[config.mk]
export PLATFORM = sky130hd
export DESIGN_NAME = psum_accumulator
export DESIGN_NICKNAME = d
export VERILOG_FILES = /design/src/rtl/psum_accumulator_pkg.sv /design/src/rtl/psum_fifo.sv /design/src/rtl/psum_accumulator.sv
export SDC_FILE = /design/constraint.sdc
export NUM_CORES = 1
export LEC_CHECK = 0
export BUFFER_PORTS_ARGS = -buffer_cell sky130_fd_sc_hd__buf_2
export CAP_MARGIN = 0
export CORE_MARGIN = 3
export CORE_UTILIZATION = 40
export CTS_CLUSTER_DIAMETER = 120
export CTS_CLUSTER_SIZE = 25
export DETAILED_ROUTE_END_ITERATION = 8
export PLACE_DENSITY_LB_ADDON = 0.3
export SLEW_MARGIN = 0
export SYNTH_ARGS = -nofsm -noshare
export SYNTH_HDL_FRONTEND = slang
export SYNTH_HIERARCHICAL = 1
export SYNTH_SLANG_ARGS = --single-unit
[constraint.sdc]
create_clock -name clk -period 5.1 [get_ports clk]
set_input_delay 0.51 -clock clk [delete_from_list [all_inputs] [get_ports clk]]
set_output_delay 0.51 -clock clk [all_outputs]
set_load 0.03 [all_outputs]
[src/rtl/psum_accumulator_pkg.sv]
// Shared types and constants for the partial-sum accumulator.
// Latency: n/a (declarations only).
// Backpressure: n/a.
package psum_accumulator_pkg;

    typedef enum logic {
        IDLE = 1'b0,
        ACC  = 1'b1
    } state_t;

    localparam logic signed [31:0] INT32_MAX = 32'sh7FFF_FFFF;
    localparam logic signed [31:0] INT32_MIN = 32'sh8000_0000;

    localparam int ACC_W_DEFAULT = 40;
    localparam int CNT_W_DEFAULT = 16;

endpackage

[src/rtl/psum_fifo.sv]
// Synchronous FIFO with first-word-fall-through head; head reads as zero when empty.
// Latency: a pushed word is visible at the head on the cycle after the push edge.
// Backpressure: full blocks pushes, empty blocks pops; push and pop together keep occupancy.
module psum_fifo #(
    parameter int WIDTH = 33,
    parameter int DEPTH = 2
) (
    input  logic             clk,
    input  logic             rst,
    input  logic             push,
    input  logic [WIDTH-1:0] push_data,
    input  logic             pop,
    output logic [WIDTH-1:0] head_data,
    output logic             full,
    output logic             empty
);

    localparam int AW = $clog2(DEPTH);

    logic [WIDTH-1:0] mem [DEPTH];
    logic [AW-1:0]    wr_ptr;
    logic [AW-1:0]    rd_ptr;
    logic [AW:0]      count;
    logic             do_push;
    logic             do_pop;

    assign full      = (count == (AW+1)'(DEPTH));
    assign empty     = (count == '0);
    assign do_push   = push && !full;
    assign do_pop    = pop && !empty;
    // Zeroed head keeps the downstream data bus clean while nothing is queued.
    assign head_data = empty ? '0 : mem[rd_ptr];

    // Storage array: written only on an accepted push, no reset needed.
    always_ff @(posedge clk) begin
        if (do_push) begin
            mem[wr_ptr] <= push_data;
        end
    end

    // Pointers and occupancy; pointers wrap naturally since DEPTH is a power of two.
    always_ff @(posedge clk) begin
        if (rst) begin
            wr_ptr <= '0;
            rd_ptr <= '0;
            count  <= '0;
        end else begin
            if (do_push) begin
                wr_ptr <= wr_ptr + AW'(1);
            end
            if (do_pop) begin
                rd_ptr <= rd_ptr + AW'(1);
            end
            case ({do_push, do_pop})
                2'b10:   count <= count + (AW+1)'(1);
                2'b01:   count <= count - (AW+1)'(1);
                default: count <= count;
            endcase
        end
    end

endmodule

[src/rtl/psum_accumulator.sv]
// Accumulates signed 32-bit products into K-term dot products, saturates each to 32 bits and queues it.
// Latency: result at the FIFO head one cycle after the last accepted product of a group.
// Backpressure: prod_ready falls while the result FIFO is full; out_valid/out_ready drains the FIFO.
module psum_accumulator
    import psum_accumulator_pkg::*;
#(
    parameter int ACC_W     = ACC_W_DEFAULT,
    parameter int CNT_W     = CNT_W_DEFAULT,
    parameter int OUT_DEPTH = 2
) (
    input  logic                    clk,
    input  logic                    rst,
    input  logic                    start,
    input  logic [CNT_W-1:0]        cfg_len,
    input  logic [CNT_W-1:0]        cfg_groups,
    input  logic                    prod_valid,
    input  logic signed [31:0]      prod,
    output logic                    prod_ready,
    output logic                    out_valid,
    output logic signed [31:0]      out_data,
    output logic                    out_sat,
    input  logic                    out_ready,
    output logic                    busy,
    output logic                    done,
    output logic                    cfg_err
);

    localparam logic signed [ACC_W-1:0] MAX_EXT = ACC_W'(INT32_MAX);
    localparam logic signed [ACC_W-1:0] MIN_EXT = ACC_W'(INT32_MIN);

    state_t                  state_q;
    state_t                  state_d;
    logic [CNT_W-1:0]        len_q;
    logic [CNT_W-1:0]        groups_q;
    logic [CNT_W-1:0]        term_q;
    logic [CNT_W-1:0]        grp_q;
    logic signed [ACC_W-1:0] acc_q;
    logic                    done_q;
    logic                    cfg_err_q;

    logic                    cfg_ok;
    logic                    start_ok;
    logic                    start_bad;
    logic                    accept;
    logic                    last_term;
    logic                    last_group;
    logic [CNT_W-1:0]        term_inc;
    logic [CNT_W-1:0]        grp_inc;
    logic signed [ACC_W-1:0] prod_ext;
    logic signed [ACC_W-1:0] sum_d;
    logic                    sat_hi;
    logic                    sat_lo;
    logic [32:0]             push_word;
    logic [32:0]             head_word;
    logic                    fifo_full;
    logic                    fifo_empty;

    assign cfg_ok     = (cfg_len != '0) && (cfg_groups != '0);
    assign start_ok   = (state_q == IDLE) && start && cfg_ok;
    assign start_bad  = (state_q == IDLE) && start && !cfg_ok;

    // Ready depends only on registered state, so out_ready never reaches it combinationally.
    assign prod_ready = (state_q == ACC) && !fifo_full;
    assign accept     = prod_valid && prod_ready;

    assign prod_ext   = {{(ACC_W-32){prod[31]}}, prod};
    assign sum_d      = acc_q + prod_ext;
    assign term_inc   = term_q + CNT_W'(1);
    assign grp_inc    = grp_q + CNT_W'(1);
    assign last_term  = accept && (term_inc == len_q);
    assign last_group = last_term && (grp_inc == groups_q);

    // The pushed sum already includes the product accepted on this edge.
    assign sat_hi     = (sum_d > MAX_EXT);
    assign sat_lo     = (sum_d < MIN_EXT);
    assign push_word  = sat_hi ? {1'b1, INT32_MAX} :
                        sat_lo ? {1'b1, INT32_MIN} :
                                 {1'b0, sum_d[31:0]};

    assign out_valid  = !fifo_empty;
    assign out_sat    = head_word[32];
    assign out_data   = head_word[31:0];
    assign busy       = (state_q == ACC);
    assign done       = done_q;
    assign cfg_err    = cfg_err_q;

    psum_fifo #(
        .WIDTH (33),
        .DEPTH (OUT_DEPTH)
    ) u_fifo (
        .clk       (clk),
        .rst       (rst),
        .push      (last_term),
        .push_data (push_word),
        .pop       (out_ready),
        .head_data (head_word),
        .full      (fifo_full),
        .empty     (fifo_empty)
    );

    // FSM state register.
    always_ff @(posedge clk) begin
        if (rst) begin
            state_q <= IDLE;
        end else begin
            state_q <= state_d;
        end
    end

    // Next-state: launch on a valid start, finish on the push that closes the last group.
    always_comb begin
        state_d = state_q;
        case (state_q)
            IDLE:    if (start_ok)   state_d = ACC;
            ACC:     if (last_group) state_d = IDLE;
            default: state_d = IDLE;
        endcase
    end

    // Datapath: job config latch, running sum, term/group counters and status pulses.
    always_ff @(posedge clk) begin
        if (rst) begin
            len_q     <= '0;
            groups_q  <= '0;
            term_q    <= '0;
            grp_q     <= '0;
            acc_q     <= '0;
            done_q    <= 1'b0;
            cfg_err_q <= 1'b0;
        end else begin
            done_q    <= last_group;
            cfg_err_q <= start_bad;
            if (start_ok) begin
                len_q    <= cfg_len;
                groups_q <= cfg_groups;
                term_q   <= '0;
                grp_q    <= '0;
                acc_q    <= '0;
            end else if (accept) begin
                if (last_term) begin
                    acc_q  <= '0;
                    term_q <= '0;
                    grp_q  <= grp_inc;
                end else begin
                    acc_q  <= sum_d;
                    term_q <= term_inc;
                end
            end
        end
    end

endmodule
Yosys cells after proc, flatten, opt, wreduce, memory -nomap -nowiden
Memory sizes are Yosys's and may differ from the RTL's. A register that Yosys moved wholly into a read port is not among the register bits.
Cells that the tools add are included.
{"block": "totals", "ff_bits": 111, "latch_bits": 0, "ramBits": 66, "mem_bits_ro": 0, "inputBits": 69, "output_inout_bits": 38, "wordCells": 59, "memories": 1}
{"block": "op_classes", "addsub": 7, "n_mul": 0, "div_mod_pow": 0, "n_lt_le_gt_ge": 2, "eq_ne": 5, "shift": 0, "n_mux": 13, "bitwise": 1, "n_reduce_logical": 19}
{"memory": "u_fifo.mem", "words": 2, "word_bits": 33, "rd": 1, "rd_ports_with_merged_regs": 1, "wr": 1, "line_no": "psum_fifo.sv:20", "text": "logic [WIDTH-1:0] mem [DEPTH];"}
{"cell": "33-bit two-way mux", "n": 3}
{"cell": "40-bit by 32-bit adder with 40-bit output", "n": 1}
{"cell": "40-bit by 32-bit > comparator with 1-bit output (second input constant)", "n": 1}
{"cell": "40-bit by 32-bit < comparator with 1-bit output (second input constant)", "n": 1}
{"cell": "40-bit two-way mux", "n": 1}
{"cell": "16-bit by 1-bit adder with 16-bit output (second input constant)", "n": 2}
{"cell": "16-bit equality test", "n": 2}
{"cell": "16-bit nonzero test", "n": 2}
{"cell": "16-bit two-way mux", "n": 1}
{"cell": "1-bit logical AND", "n": 10}
{"cell": "1-bit two-way mux", "n": 6}
{"cell": "2-bit equality test (second input constant)", "n": 2}
{"cell": "2-bit one-hot mux with 2 select lines", "n": 1}
{"cell": "1-bit logical NOT", "n": 3}
{"cell": "1-bit adder (second input constant)", "n": 2}
{"cell": "2-bit by 1-bit adder with 2-bit output (second input constant)", "n": 1}
{"cell": "2-bit by 1-bit equality test with 1-bit output (second input constant)", "n": 1}
{"cell": "2-bit logical NOT", "n": 1}
{"cell": "1-bit one-hot mux with 2 select lines", "n": 1}
{"cell": "2-bit AND reduction", "n": 1}
{"cell": "2-bit nonzero test", "n": 1}
{"cell": "2-bit OR reduction", "n": 1}
{"cell": "2-bit by 1-bit subtractor with 2-bit output (second input constant)", "n": 1}
{"cell": "1-bit NOT", "n": 1}

Depth between registers and ports, before layout
Gate-level depths: netlist of run 1.
{"block": "logic_depth", "word_depth": 8, "depth_mapped": 16, "mapped_depth_nobuf": 14}

By module
The synthesis of run 1 kept the hierarchy.
{"mod": "psum_accumulator", "instances": 1, "cells_per_inst": 1074, "area_each_um2": 8237.9, "seq_area_each_um2": 2142.1}
{"mod": "psum_fifo", "instances": 1, "cells_per_inst": 166, "area_each_um2": 2693.8, "seq_area_each_um2": 2082.0}

Least setup slack after synthesis of run 1
OpenSTA, ideal clock, no wires.
{"block": "synth_timing", "path_type": "reg2reg", "startpoint": "reg state_q (netlist: busy)", "endpoint": "mem u_fifo.mem[0][0], enable pin", "setup_ps": 388, "t_arrival_ps": 3679, "t_required_ps": 4712, "setup_slack_ps": 1033, "path_stages_with_launch": 13, "n_path_buf": 2, "period_less_slack_ps": 4067, "path_cell_list": "dfxtp_1 nor2b_1 and2_1 clkbuf_1 nand4_1 nor3_1 nand4_1 a2111o_1 clkinv_1 buf_2 inv_1 or3_1 inv_1"}
{"block": "synth_via", "elab_chain_len": 6}
{"element": "start: declaration", "line_no": "psum_accumulator.sv:31", "text": "state_t state_q;"}
{"element": "start signal: assignment", "line_no": "psum_accumulator.sv:106", "text": "state_q <= state_d;"}
{"element": "1-bit logical AND", "line_no": "psum_accumulator.sv:63", "text": "assign prod_ready = (state_q == ACC) && !fifo_full;"}
{"element": "net prod_ready", "line_no": "psum_accumulator.sv:18", "text": "output logic prod_ready,"}
{"element": "1-bit logical AND", "line_no": "psum_accumulator.sv:64", "text": "assign accept = prod_valid && prod_ready;"}
{"element": "1-bit logical AND", "line_no": "psum_accumulator.sv:70", "text": "assign last_term = accept && (term_inc == len_q);"}
{"element": "net last_term", "line_no": "psum_accumulator.sv:45", "text": "logic last_term;"}
{"element": "1-bit logical AND", "line_no": "psum_fifo.sv:29", "text": "assign do_push = push && !full;"}
{"element": "1-bit two-way mux", "line_no": "psum_fifo.sv:36", "text": "if (do_push) begin"}
{"element": "1-bit two-way mux (implied by the code)", "line_no": "psum_fifo.sv:37", "text": "mem[wr_ptr] <= push_data;"}
{"element": "end: declaration", "line_no": "psum_fifo.sv:20"}
The timed path passes the listed nets, and every way through them passes these cells.

Worst setup path in the final report of run 1
{"block": "layout_timing", "startpoint": "reg acc_q[0]", "endpoint": "mem u_fifo.mem[1][19] (data pin)"}
{"block": "layout_via", "elab_chain_len": 4, "word_cells_on_any_way": 5, "classes_between": "add/sub (1); order compare (2); mux (2)"}
{"element": "start: declaration", "line_no": "psum_accumulator.sv:37", "text": "logic signed [ACC_W-1:0] acc_q;"}
{"element": "start signal: assignment", "line_no": "psum_accumulator.sv:145", "text": "acc_q <= sum_d;"}
{"element": "40-bit by 32-bit adder with 40-bit output (*)", "line_no": "psum_accumulator.sv:67", "text": "assign sum_d = acc_q + prod_ext;"}
{"element": "40-bit by 32-bit < comparator with 1-bit output", "line_no": "psum_accumulator.sv:75", "text": "assign sat_lo = (sum_d < MIN_EXT);"}
{"element": "33-bit two-way mux", "line_no": "psum_accumulator.sv:77", "text": "sat_lo ? {1'b1, INT32_MIN} :"}
{"element": "33-bit two-way mux (*)", "line_no": "psum_accumulator.sv:76", "text": "assign push_word = sat_hi ? {1'b1, INT32_MAX} :"}
{"element": "net push_word[19]", "line_no": "psum_accumulator.sv:53", "text": "logic [32:0] push_word;"}
The timed path passes the listed nets; every way through them passes the cells marked *.

==> impl_metrics.ini, run 1 <==
[sta]
worst_slew_pin_slew_ns = 1.16
final.period_utilization_pct = 85.6
maxSlewViolCount = 0
grt_setup_unrepaired = false
fmax_ghz = 0.229
layout_min_cycle_time_ns = 4.37
hold_viol_final = 0
setup-tns-final_ns = 0
max_slew_margin_pct = 22.9
worst_hold_slack_ns = 0.307
worst_clock_skew_ns = 0.0138
setup_failing_eps_final = 0

[place]
dpl_cell_area_sq_mm = 0.0117
dpl.hpwl_um = 20300
gp_congestion = 0.931
place.port_buffers = 106

[grt]
grt_start_max_net_pins = 73
antenna_violations_before_repair = 0
grt-ovfl-total = 0
grt_usage_pct = 19.5
grt_first_pass_wirelength_um = 46300
vias_in_the_first_global_route = 8901

[layout]
flow.area_growth_from_synthesis_pct = 12.5
design.final.nets = 1423
antennaDiodeCount = 0
fin_area_sq_mm = 0.0123
post_route_cells_drive_above_1_share_pct = 16.0
fill_cells = 2571
area.sequential_sq_mm = 0.00423
multi_input_area_sq_mm = 0.00628

[detailed_routing]
avg_vias_per_cell = 5.71
final_antenna_net_count = 0
detail_route.iter0.violations = 554
finalWirelength_um = 29100
routedWlPerCell_um = 17.5
route.detailed.drc = 0
route.vias.total = 9470
drtPass1Iterations = 5

[die]
initial_core_util_pct = 41.4
design.core.area_sq_mm = 0.0264
die_height_um = 171
die_width_um = 171
die_area_sq_mm = 0.0293
core.rowCount = 59
top_level_ports = 107

[setup_path]
critical_path_peak_fanout = 31
end_kind = flop
cp_data_required_time_ns = 5.27
cp-start-kind = flop
critical_path_class = reg -> reg
timing.critical_path.arrival_ns = 4.54

[synthesis]
synth_warnings = 6
netlist-cell-type-count = 80
synth_ff_type = sky130_fd_sc_hd__dfxtp_1
ys_ff_latch = 178
synth_fp_nets = 1352
yosysTopAreaCellShare_pct = 20.5
synth_area_leaders = sky130_fd_sc_hd__dfxtp_1, sky130_fd_sc_hd__edfxtp_1, sky130_fd_sc_hd__mux2i_1
synth_top_cell_by_area = sky130_fd_sc_hd__dfxtp_1
synth_async_sr_flop_share_pct = 0
synthesis.area_sq_mm = 0.0109
synth_cells = 1240
synth_edf_count = 66
syn_avg_cell_area_sq_um = 8.82
sequential_share_of_the_synthesized_area_pct = 38.6

[run]
max-cap-violations = 0

[clock_network]
number_of_buffers_added_for_setup_after_cts = 0
cts_inserted_buffers = 17
tritoncts_clock_tree = done
clock_sink_count = 178
clock_latency_ns = 0.44
cts_htree_levels = 4
cts_max_path_buffers = 2
post_cts_hold_buffer_count = 0
postCtsResizedCells = 0
cts.reportedPaths.clkPinSlew_ns = 0.08
cts_root_buffer = sky130_fd_sc_hd__clkbuf_16

[power]
total_power_mw = 3.39
cellPowerDensity_mw_per_mm2 = 275
static-leakage-power_nw = 4.72
max-vdd-ir-drop_uv = 165

[hold_path]
min-delay-path-class = in -> reg

[outcome]
run_status = complete, no violations
[per-layer routing]
layer | vias up | GRT usage, % | wire length, um
met4 | 0 | 5.11 | 409
met2 | 282 | 33.0 | 13700
li1 | 4644 | - | -
met1 | 4508 | 26.3 | 13500
met3 | 36 | 2.87 | 1500
met5 | - | 0 | 0
[cell usage after synthesis (4+ instances only)]
library cell and n:
sky130_fd_sc_hd__dfxtp_1 112, sky130_fd_sc_hd__edfxtp_1 66, sky130_fd_sc_hd__buf_4 4, sky130_fd_sc_hd__and2_1 6, sky130_fd_sc_hd__and4_1 5, sky130_fd_sc_hd__buf_2 13, sky130_fd_sc_hd__xnor2_1 51, sky130_fd_sc_hd__o21ai_0 56
sky130_fd_sc_hd__o21a_1 9, sky130_fd_sc_hd__clkbuf_1 47, sky130_fd_sc_hd__ha_1 42, sky130_fd_sc_hd__xor2_1 40, sky130_fd_sc_hd__o21bai_1 4, sky130_fd_sc_hd__o211ai_1 6, sky130_fd_sc_hd__a21o_1 11, sky130_fd_sc_hd__a211oi_1 6
sky130_fd_sc_hd__buf_6 4, sky130_fd_sc_hd__and3_1 10, sky130_fd_sc_hd__nand3_1 82, sky130_fd_sc_hd__nand4_1 19, sky130_fd_sc_hd__mux2i_1 70, sky130_fd_sc_hd__inv_1 26, sky130_fd_sc_hd__buf_1 4, sky130_fd_sc_hd__nor3_1 18
sky130_fd_sc_hd__or3_1 11, sky130_fd_sc_hd__o211ai_2 28, sky130_fd_sc_hd__nor2_1 132, sky130_fd_sc_hd__a22oi_1 10, sky130_fd_sc_hd__nor4_1 13, sky130_fd_sc_hd__nand2_1 139, sky130_fd_sc_hd__a21boi_0 5, sky130_fd_sc_hd__or4_1 6
sky130_fd_sc_hd__nand3b_1 4, sky130_fd_sc_hd__a31oi_1 6, sky130_fd_sc_hd__a21oi_1 106
[worst max-delay path: stages, from the launching register on]
cell	delay, ns
sky130_fd_sc_hd__dfxtp_1	0.31
sky130_fd_sc_hd__ha_1	0.21
sky130_fd_sc_hd__fa_1	0.42
sky130_fd_sc_hd__a21o_1	0.20
sky130_fd_sc_hd__a221oi_2	0.43
sky130_fd_sc_hd__o221a_1	0.58
sky130_fd_sc_hd__nor3_2	0.16
sky130_fd_sc_hd__nor4_1	0.48
sky130_fd_sc_hd__a211oi_4	0.11
sky130_fd_sc_hd__or3_4	0.41
sky130_fd_sc_hd__o41ai_4	0.34
sky130_fd_sc_hd__buf_12	0.29
sky130_fd_sc_hd__o31ai_1	0.15
[through the flow]
| stage | utilization, % | instances | setup slack (ns) |
|---|---|---|---|
| 6_report | 46.5 | 1659 | 0.734 |
| 5_1_grt | 46.5 | 1659 | 0.552 |
| 3_5_place_dp | 44.3 | 1627 | 0.485 |
| 3_3_place_gp | 44.3 | 1627 | 0.591 |
| 2_1_floorplan | - | 1240 | 1.03 |
| 4_1_cts | 46.5 | 1659 | 0.812 |
[power breakdown]
part / switching, mW / leakage, nW / internal (mW)
combinational: 0.325 / 2.92 / 0.190
sequential: 0.0236 / 1.51 / 1.52
clock: 0.657 / 0.289 / 0.675
[cells in the final DEF (no fill, tap or decap), types with 5 or more instances in the layout]
cell	instances
sky130_fd_sc_hd__a31oi_1	6
sky130_fd_sc_hd__inv_1	26
sky130_fd_sc_hd__dfxtp_1	111
sky130_fd_sc_hd__clkbuf_16	17
sky130_fd_sc_hd__edfxtp_1	66
sky130_fd_sc_hd__nand4_1	19
sky130_fd_sc_hd__a21oi_1	106
sky130_fd_sc_hd__a211oi_1	6
sky130_fd_sc_hd__a22oi_1	10
sky130_fd_sc_hd__a21o_1	11
sky130_fd_sc_hd__o211ai_2	28
sky130_fd_sc_hd__o21a_1	9
sky130_fd_sc_hd__or4_1	6
sky130_fd_sc_hd__and2_1	6
sky130_fd_sc_hd__buf_2	106
sky130_fd_sc_hd__o211ai_1	6
sky130_fd_sc_hd__nand3_1	82
sky130_fd_sc_hd__ha_1	42
sky130_fd_sc_hd__or3_1	11
sky130_fd_sc_hd__and4_1	5
sky130_fd_sc_hd__nor3_1	18
sky130_fd_sc_hd__o21ai_0	56
sky130_fd_sc_hd__inv_6	5
sky130_fd_sc_hd__nand2_1	138
sky130_fd_sc_hd__xor2_1	40
sky130_fd_sc_hd__and3_1	10
sky130_fd_sc_hd__xnor2_1	51
sky130_fd_sc_hd__nor2_1	130
sky130_fd_sc_hd__nor4_1	13
sky130_fd_sc_hd__mux2i_1	70
sky130_fd_sc_hd__a21boi_0	5
sky130_fd_sc_hd__buf_4	17
[state kept, by name, indices dropped and copies added, names as in the netlist, 2 cells and up, named ones only]
name / count
u_fifo/mem: 66
len_q: 16
term_q: 16
groups_q: 16
acc_q: 40
grp_q: 16
u_fifo/count: 2
[layout make-up]
class                   instances  area share, %
flip-flops and latches        178           34.4
multi-input cells             961           51.1
repair buffers                124           5.52
well taps                     335           3.41
clock buffers                  17           3.46
inverters                      29          0.885
clock inverters                15           1.25
[logic make-up (layout without fill, tap and decap cells)]
logic type,count (synthesis),count (layout),share of synthesized area [%]
AND/OR/NAND/NOR,472,472,20.6
AO/OA/AOI/OAI,283,283,17.8
flip-flops,178,178,38.6
buffers and inverters,101,185,4.03
XOR/XNOR,91,91,7.29
multiplexers,72,72,6.62
adder cells (fa/ha/maj),43,43,4.99
[worst paths after layout]
kind / to / slack (ns) / cells past startpoint / startpoint
setup / recovery: u_fifo/mem[1][19] / 0.73 / 12 / acc_q[0]
hold / removal: cfg_err / 0.31 / 3 / start
setup reg to reg: u_fifo/mem[1][19] / 0.73 / 12 / acc_q[0]
hold reg to reg: acc_q[33] / 0.46 / 2 / acc_q[33]
(Power assumes the default switching activity.)
==> run 2: changes to the inputs <==
==> constraint.sdc (replaced) <==
create_clock -name clk -period 4.8 [get_ports clk]
set_input_delay 0.48 -clock clk [delete_from_list [all_inputs] [get_ports clk]]
set_output_delay 0.48 -clock clk [all_outputs]
set_load 0.03 [all_outputs]
==> impl_metrics.ini, run 2 (synthesized netlist as in run 1, its figures left out) <==
[setup_path]
timing.critical_path.arrival_ns = 4.49
end_kind = flop
crit_path_top_delay_cell = sky130_fd_sc_hd__o221a_1
cp-start-kind = flop
critical-path-max-stage-delay_ns = 0.55
critical_path_class = reg -> reg
critical_path_peak_fanout = 31
cp_data_required_time_ns = 4.96
path_cells = ha_1 -> fa_1 -> a21o_1 -> a221oi_2 -> o221a_1 -> nor3_2 -> nor4_1 -> a211oi_4 -> or3_4 -> o41ai_4 -> buf_12 -> o211ai_2

[grt]
vias_in_the_first_global_route = 8737
grt-ovfl-total = 0
antenna_violations_before_repair = 1
grt_start_max_net_pins = 51
grt_usage_pct = 19.2
grt_first_pass_wirelength_um = 45700

[sta]
maxSlewViolCount = 0
fin_ws_ns = 0.467
final.period_utilization_pct = 90.3
worst_clock_skew_ns = 0.0152
grt_setup_unrepaired = false
layout_min_cycle_time_ns = 4.33
setup-tns-final_ns = 0
fmax_ghz = 0.231
worst_hold_slack_ns = 0.285
setup_failing_eps_final = 0
max_slew_margin_pct = 26.5
worst_slew_pin_slew_ns = 1.10
hold_viol_final = 0

[clock_network]
clock_sink_count = 178
clock_latency_ns = 0.44
cts_max_path_buffers = 2
tritoncts_clock_tree = done
cts_inserted_buffers = 17
cts_htree_levels = 4
cts.reportedPaths.clkPinSlew_ns = 0.08
postCtsResizedCells = 0
post_cts_hold_buffer_count = 0
number_of_buffers_added_for_setup_after_cts = 0
cts_root_buffer = sky130_fd_sc_hd__clkbuf_16

[detailed_routing]
route.vias.total = 9392
route.detailed.drc = 0
detail_route.iter0.violations = 692
final_antenna_net_count = 0
routedWlPerCell_um = 17.3
drtPass1Iterations = 5
finalWirelength_um = 28700
avg_vias_per_cell = 5.65

[layout]
post_route_cells_drive_above_1_share_pct = 16.1
largest_register_ffs = 66
regMostFlops = u_fifo/mem
layoutNonFillerInstCount = 1661
fin_area_sq_mm = 0.0124
design.final.nets = 1425
antennaDiodeCount = 0
post-route-util_pct = 46.7
registers_with_the_most_flip_flops = u_fifo/mem: 66 flops, acc_q: 40 flops
flow.area_growth_from_synthesis_pct = 13.0
mostFrequentLayoutCells = sky130_fd_sc_hd__nand2_1, sky130_fd_sc_hd__nor2_1, sky130_fd_sc_hd__dfxtp_1
layout_commonest_cell = sky130_fd_sc_hd__nand2_1

[place]
placement.setup.worst_slack_ns = 0.247
dpl.hpwl_um = 20100
placedCellCount = 1629
place.port_buffers = 106
dpl_cell_area_sq_mm = 0.0117
gp_congestion = 0.917

[power]
static-leakage-power_nw = 4.75
cellPowerDensity_mw_per_mm2 = 297
total_power_mw = 3.67
max-vdd-ir-drop_uv = 177

[outcome]
run_status = complete, no violations

[die]
core.rowCount = 59
die_width_um = 171
die_area_sq_mm = 0.0293
die_height_um = 171
top_level_ports = 107
design.core.area_sq_mm = 0.0264
initial_core_util_pct = 41.4

[hold_path]
min-delay-path-class = in -> reg

[run]
max-cap-violations = 0
## run 2: power by group
group / switching (mW) / internal (mW) / total, mW
clock network: 0.681 / 0.812 / 1.49
registers: 0.0247 / 1.61 / 1.64
logic: 0.344 / 0.202 / 0.546
total: 1.05 / 2.62 / 3.67
## run 2: final cells by class
cell class              instances  area, sq um
multi-input cells             961         6280
inverters                      29          109
clock inverters                14          185
clock buffers                  18          439
well taps                     335          419
flip-flops and latches        178         4230
fillers                      2537        14100
repair buffers                126          693
## run 2: path summary, 6_finish.rpt
check / startpoint / endpoint / slack [ns] / depth (start not counted)
worst max-delay path: acc_q[0] / u_fifo/mem[0][28] / 0.47 / 12
worst min-delay path: start / cfg_err / 0.28 / 3
worst max register to register: acc_q[0] / u_fifo/mem[0][28] / 0.47 / 12
worst min register to register: acc_q[36] / acc_q[36] / 0.45 / 2
## run 2: critical path, delay by kind of cell, from the launching register on
family / cells / cell delay [ns]
simple gates: 3 / 1.03
flops: 1 / 0.31
fa+ha+maj: 2 / 0.62
buf+inv: 1 / 0.27
compound gates: 6 / 1.78
## run 2: metal layers
| metal | global-route usage [%] | up-vias | wire length [um] |
|---|---|---|---|
| met4 | 5.07 | 2 | 480 |
| met2 | 31.9 | 295 | 13200 |
| li1 | - | 4622 | - |
| met1 | 26.3 | 4439 | 13300 |
| met3 | 3.01 | 34 | 1700 |
| met5 | 0 | - | 7 |
